### src/rtl/instr_fetch_unit.sv
// Sequential instruction-fetch front end: PC register, req/ack instruction-memory
// fetch with timeout, valid/ready hand-off to decode, and next-PC selection.
module instr_fetch_unit #(
  parameter logic [31:0] RESET_PC = 32'h0000_0000,
  parameter int unsigned TIMEOUT  = 16
) (
  input  logic        clk,
  input  logic        rst_n,
  input  logic [1:0]  PCSrc,
  input  logic [31:0] ImmExt,
  input  logic [31:0] ALUResult,
  input  logic        instr_ready,
  input  logic        imem_ack,
  input  logic [31:0] imem_rdata,
  output logic        imem_req,
  output logic [31:0] imem_addr,
  output logic [31:0] instr,
  output logic        instr_valid,
  output logic [31:0] PC,
  output logic [31:0] PCPlus4,
  output logic [31:0] instret,
  output logic [1:0]  fetch_err
);

  localparam logic [1:0] IDLE  = 2'd0;
  localparam logic [1:0] FETCH = 2'd1;
  localparam logic [1:0] HOLD  = 2'd2;
  localparam logic [1:0] HALT  = 2'd3;

  localparam logic [1:0] ERR_NONE     = 2'b00;
  localparam logic [1:0] ERR_MISALIGN = 2'b01;
  localparam logic [1:0] ERR_TIMEOUT  = 2'b10;

  localparam logic [7:0] WAIT_LAST = 8'(TIMEOUT - 1);

  logic [1:0]  state;
  logic [7:0]  wait_cnt;
  logic [31:0] next_pc;
  logic        next_misaligned;
  logic        timed_out;

  assign imem_req    = (state == FETCH);
  assign instr_valid = (state == HOLD);
  assign imem_addr   = PC;
  assign PCPlus4     = PC + 32'd4;

  // PCSrc=11 falls back to sequential fetch; jalr target drops bit 0.
  always_comb begin
    next_pc = PCPlus4;
    unique case (PCSrc)
      2'b01:   next_pc = PC + ImmExt;
      2'b10:   next_pc = ALUResult & 32'hFFFF_FFFE;
      default: next_pc = PCPlus4;
    endcase
  end

  assign next_misaligned = (next_pc[1:0] != 2'b00);
  assign timed_out       = (wait_cnt == WAIT_LAST);

  always_ff @(posedge clk or negedge rst_n) begin
    if (!rst_n) begin
      state     <= IDLE;
      PC        <= RESET_PC;
      instr     <= '0;
      instret   <= '0;
      fetch_err <= ERR_NONE;
      wait_cnt  <= '0;
    end else begin
      unique case (state)
        IDLE: state <= FETCH;

        // An ack on the last allowed wait cycle still wins over the timeout.
        FETCH: begin
          if (imem_ack) begin
            instr    <= imem_rdata;
            wait_cnt <= '0;
            state    <= HOLD;
          end else if (timed_out) begin
            fetch_err <= ERR_TIMEOUT;
            state     <= HALT;
          end else begin
            wait_cnt <= wait_cnt + 8'd1;
          end
        end

        HOLD: begin
          if (instr_ready) begin
            if (next_misaligned) begin
              fetch_err <= ERR_MISALIGN;
              state     <= HALT;
            end else begin
              PC      <= next_pc;
              instret <= instret + 32'd1;
              state   <= FETCH;
            end
          end
        end

        default: state <= HALT;
      endcase
    end
  end

endmodule

### config.mk
export PLATFORM = sky130hd
export DESIGN_NAME = instr_fetch_unit
export DESIGN_NICKNAME = d
export VERILOG_FILES = /design/src/rtl/instr_fetch_unit.sv
export SDC_FILE = /design/constraint.sdc
export NUM_CORES = 1
export LEC_CHECK = 0
export CORE_AREA = 2 2 128 130
export DETAILED_ROUTE_END_ITERATION = 10
export DIE_AREA = 0 0 130 132
export HOLD_SLACK_MARGIN = 0.08
export PLACE_DENSITY = 0.86
export SLEW_MARGIN = 40
export SYNTH_ARGS = -nofsm -noshare
export SYNTH_HDL_FRONTEND = slang
export SYNTH_SLANG_ARGS = --single-unit
### constraint.sdc
create_clock -name clk -period 4.6 [get_ports clk]
set_clock_uncertainty 0.15 [all_clocks]
set_input_delay 0.92 -clock clk [delete_from_list [all_inputs] [get_ports clk]]
set_output_delay 0.92 -clock clk [all_outputs]
set_load 0.01 [all_outputs]
Word level (Yosys, flattened, before mapping)
Index checks and enable logic that the tools add are counted.
{"block": "classes", "n_mux": 13, "eq_ne": 11, "add_sub_neg": 4, "n_bitwise": 1, "n_reduce_logical": 8}
{"cell": "case mux 32 bit (2 select lines)", "n": 1}
{"cell": "adder 32 x 1 -> 32 bit (second input constant)", "n": 1}
{"cell": "adder 32 x 3 -> 32 bit (second input constant)", "n": 1}
{"cell": "adder 32 bit", "n": 1}
{"cell": "2-to-1 mux 2 bit", "n": 8}
{"cell": "2-to-1 mux 8 bit", "n": 2}
{"cell": "adder 8 x 1 -> 8 bit (second input constant)", "n": 1}
{"cell": "equality test 8 x 4 -> 1 bit (second input constant)", "n": 1}
{"cell": "inequality test 2 bit (second input constant)", "n": 3}
{"cell": "case mux 2 bit (3 select lines)", "n": 1}
{"cell": "AND reduction 2 bit", "n": 3}
{"cell": "AND reduction 5 bit", "n": 1}
{"cell": "equality test 2 x 1 -> 1 bit (second input constant)", "n": 2}
{"cell": "equality test 2 bit (second input constant)", "n": 2}
{"cell": "inequality test 2 x 1 -> 1 bit (second input constant)", "n": 2}
{"cell": "case mux 2 bit (2 select lines)", "n": 1}
{"cell": "nonzero test 2 bit", "n": 2}
{"cell": "inequality test 3 x 2 -> 1 bit (second input constant)", "n": 1}
{"cell": "AND reduction 3 bit", "n": 1}
{"cell": "zero test 2 bit", "n": 1}
{"cell": "NOT 1 bit", "n": 1}
{"block": "totals", "elab_cells": 43, "input_bits": 102, "regBits": 108, "out_inout_bits": 164}

Longest topological paths before layout
{"block": "logic_depth", "ltp_word": 6, "ltp_mapped": 13, "ltp_nobuf": 11}

Worst setup path before layout
OpenSTA, ideal clock, no wires.
{"block": "synth_path", "path_kind": "in2reg", "start": "in ImmExt[0]", "end": "reg instret[29]", "path_slack_ns": 1.023, "n_path_buf": 1, "setup_ns": 0.079, "t_required_ns": 4.371, "arrival_ns": 3.348, "path_stages": 12, "cell_sequence": "ha_1 > inv_1 > fa_1 > nand2b_1 > a221oi_2 > or2_4 > nand2_1 > or4_4 > or2_1 > buf_6 > nor2_2 > xor2_1"}
{"block": "synth_via", "elab_chain_cells": 5}
{"element": "from (decl)", "line_no": "10", "source": "input logic [31:0] ImmExt,"}
{"element": "adder 32 bit", "line_no": "51", "source": "2'b01: next_pc = PC + ImmExt;"}
{"element": "case mux 32 bit (2 select lines)", "line_no": "50", "source": "unique case (PCSrc)"}
{"element": "nonzero test 2 bit", "line_no": "57", "source": "assign next_misaligned = (next_pc[1:0] != 2'b00);"}
{"element": "NOT 1 bit (no source line)"}
{"element": "AND reduction 3 bit (no source line)"}
{"element": "to (signal assigned)", "line_no": "93", "source": "instret <= instret + 32'd1;"}
{"element": "to (decl)", "line_no": "21", "source": "output logic [31:0] instret,"}
Every way passes these cells.
A chain may end at the register's enable or synchronous reset.

Worst setup path after layout
{"block": "layout_path", "start": "reg PC[2]", "end": "out PCPlus4[30]"}
{"block": "layout_via", "elab_chain_cells": 1}
{"element": "from (decl)", "line_no": "19", "source": "output logic [31:0] PC,"}
{"element": "from (signal assigned)", "line_no": "92", "source": "PC <= next_pc;"}
{"element": "adder 32 x 3 -> 32 bit", "line_no": "45", "source": "assign PCPlus4 = PC + 32'd4;"}
{"element": "to (decl)", "line_no": "20", "source": "output logic [31:0] PCPlus4,"}
Every way passes these cells.

==> impl_metrics.json <==
{
  "overflow": 0,
  "grt_pass1_vias": 7261,
  "gp_congestion": 0.958,
  "synthAdderAreaFrac": 0.0604,
  "n_antenna_cell": 0,
  "cts-buffers-inserted": 9,
  "finalWorstSetupSlack_ps": 282,
  "final_hold_viol_count": 0,
  "cts_setup_buffers": 0,
  "synth_seq_cells": 108,
  "syn_inst": 859,
  "insertion_delay_ps": 350,
  "area_delta_synth_final_pct": 36.3,
  "dp_cells": 1272,
  "yosysWarnings": 0,
  "tns_ps": 0,
  "hold_slack_ps": 329,
  "die_area_um2": 17200,
  "slew-limit-headroom": 0.587,
  "cts_root_buf": "clkbuf_16",
  "grt_pass1_wl_um": 37300,
  "slew_violations": 0,
  "die_h_um": 132,
  "power.total_mw": 4.23,
  "synthMuxAreaShare": 0.0506,
  "pre_cts_ws_ps": 303,
  "start_util": 0.496,
  "io_pins": 266,
  "syn_area_um2": 7790,
  "cts_resized": 0,
  "cts_tree": "built",
  "synth-edff-count": 0,
  "antenna_found_initial": 0,
  "route.detailed.drc": 0,
  "hpwl_um": 17700,
  "finalCritPeriodShare": 0.939,
  "antenna_left": 0,
  "crit_fanout": 8,
  "cts_sinks": 108,
  "io_buffers": 264,
  "async_flop_share": 1.00,
  "cts.htree.levels": 3,
  "path_clk_slew_ps": 80,
  "grt_max_degree": 59,
  "synthXorXnorAreaFrac": 0.103,
  "worst_pin_slew_ps": 619,
  "num_rows": 46,
  "hp-class": "flip-flop to flip-flop",
  "drive_above_1_share": 0.0858,
  "n_fill_cell": 1234,
  "maxCapViolations": 0,
  "fin_crit_ps": 4320,
  "crit_arrival_ps": 3250,
  "instances_no_fill": 1288,
  "coreArea_um2": 15700,
  "ys_types": 78,
  "synthFlopType": "dfrtp_1",
  "die_w_um": 130,
  "synth-seq-area-share": 0.347,
  "finalNetCount": 1206,
  "wire_per_inst_um": 18.4,
  "track_usage": 0.271,
  "crit_required_ps": 3530,
  "vdd_drop_max_uv": 211,
  "viasPerCell": 5.77,
  "vias": 7433,
  "power.density_nw_per_um2": 398,
  "finalWirelength_um": 23800,
  "syn-num-nets": 998,
  "drt_iter0_drc": 522,
  "cp-start-kind": "flip-flop",
  "synth_compound_area_frac": 0.199,
  "end_kind": "output port",
  "fmax_mhz": 232,
  "firstDrtPassIters": 5,
  "status": "finished clean",
  "leakagePower_nw": 4.37,
  "rsz0062_at_grt": "false",
  "setup_viol": 0,
  "syn_area_per_cell_um2": 9.07,
  "synth_top_family_by_area": "compound AO/OA/AOI/OAI gates",
  "synth-simple-area-share": 0.163,
  "cts_buffer_depth": 2,
  "crit_type": "flip-flop to output port",
  "cts_hold_buf": 0
}
registers in the layout, summed over array words and instances, names as in the netlist:
register,cells
instret,32
state,2
fetch_err,2
wait_cnt,8
instr,32
PC,32
routing by layer:
metal | GRT usage | part of all wire | vias up
met4 | 0.0795 | 0.022 | 0
li1 | - | - | 3506
met2 | 0.462 | 0.48 | 362
met5 | 0 | 0 | -
met1 | 0.345 | 0.41 | 3530
met3 | 0.0528 | 0.086 | 35
worst max-delay path, stage by stage, from the launching register on:
cell and delay, ps:
dfrtp_1 490, ha_1 340, nand2_1 130, or3_1 540
nor4_4 470, nand3_2 150, xnor2_1 200, clkdlybuf4s50_1 580
where the power goes:
group	internal [mW]	switching [mW]	total [mW]	leakage (nW)
registers	1.17	0.226	1.40	1.37
logic	1.13	0.939	2.07	2.87
clock network	0.380	0.383	0.763	0.137
kinds of logic (layout without fill, tap and decap cells):
kind of cell,count (synthesis),count (layout)
buffers and inverters,108,321
AO/OA/AOI/OAI,231,231
flip-flops,108,108
XOR/XNOR,92,92
multiplexers,35,35
adder cells (fa/ha/maj),37,37
AND/OR/NAND/NOR,248,248
layout by cell type, fill, tap and decap left out, drive strengths merged, types with 28 or more instances in the layout:
cell,Yosys,final
a21oi,57,57
dfrtp,108,108
o21ai,44,44
nand4,28,28
nand2,76,76
mux2,35,35
xor2,35,35
nor2,57,57
xnor2,57,57
ha,36,36
clkdlybuf4s50,2,263
metrics by stage:
stage           util  instance area [um2]
2_1_floorplan      -                 7790
3_5_place_dp   0.658                10300
3_3_place_gp   0.658                10300
5_1_grt        0.676                10600
6_report       0.676                10600
4_1_cts        0.676                10600
path summary, 6_finish.rpt:
kind	start	to	slack (ps)	cells past startpoint
max in group asynchronous	rst_n	instret[16]	3050	2
min reg2reg	instret[31]	instret[31]	330	1
max	PC[2]	PCPlus4[30]	280	7
min	instret[31]	instret[31]	330	1
min in group asynchronous	rst_n	PC[8]	390	1
max reg2reg	PC[0]	instret[27]	1190	11
Yosys cell counts (all sizes together) (24+ instances only):
library cell  number  area, um2
a21oi             57        285
buf               44        315
clkbuf            37        140
dfrtp            108       2700
ha                36        450
inv               24       90.1
mux2              35        394
nand2             76        285
nand3             24        135
nand4             28        181
nor2              57        236
o21ai             44        220
xnor2             57        499
xor2              35        307
layout make-up:
type                    instances  area [um2]  area share
clock inverters                 6        56.3     0.00530
flip-flops and latches        108        2700       0.254
inverters                      24        90.1     0.00848
clock buffers                  10         229      0.0215
repair buffers                281        2780       0.262
multi-input cells             643        4490       0.423
well taps                     216         270      0.0254
Note: power is estimated with default switching activity, not from simulation.
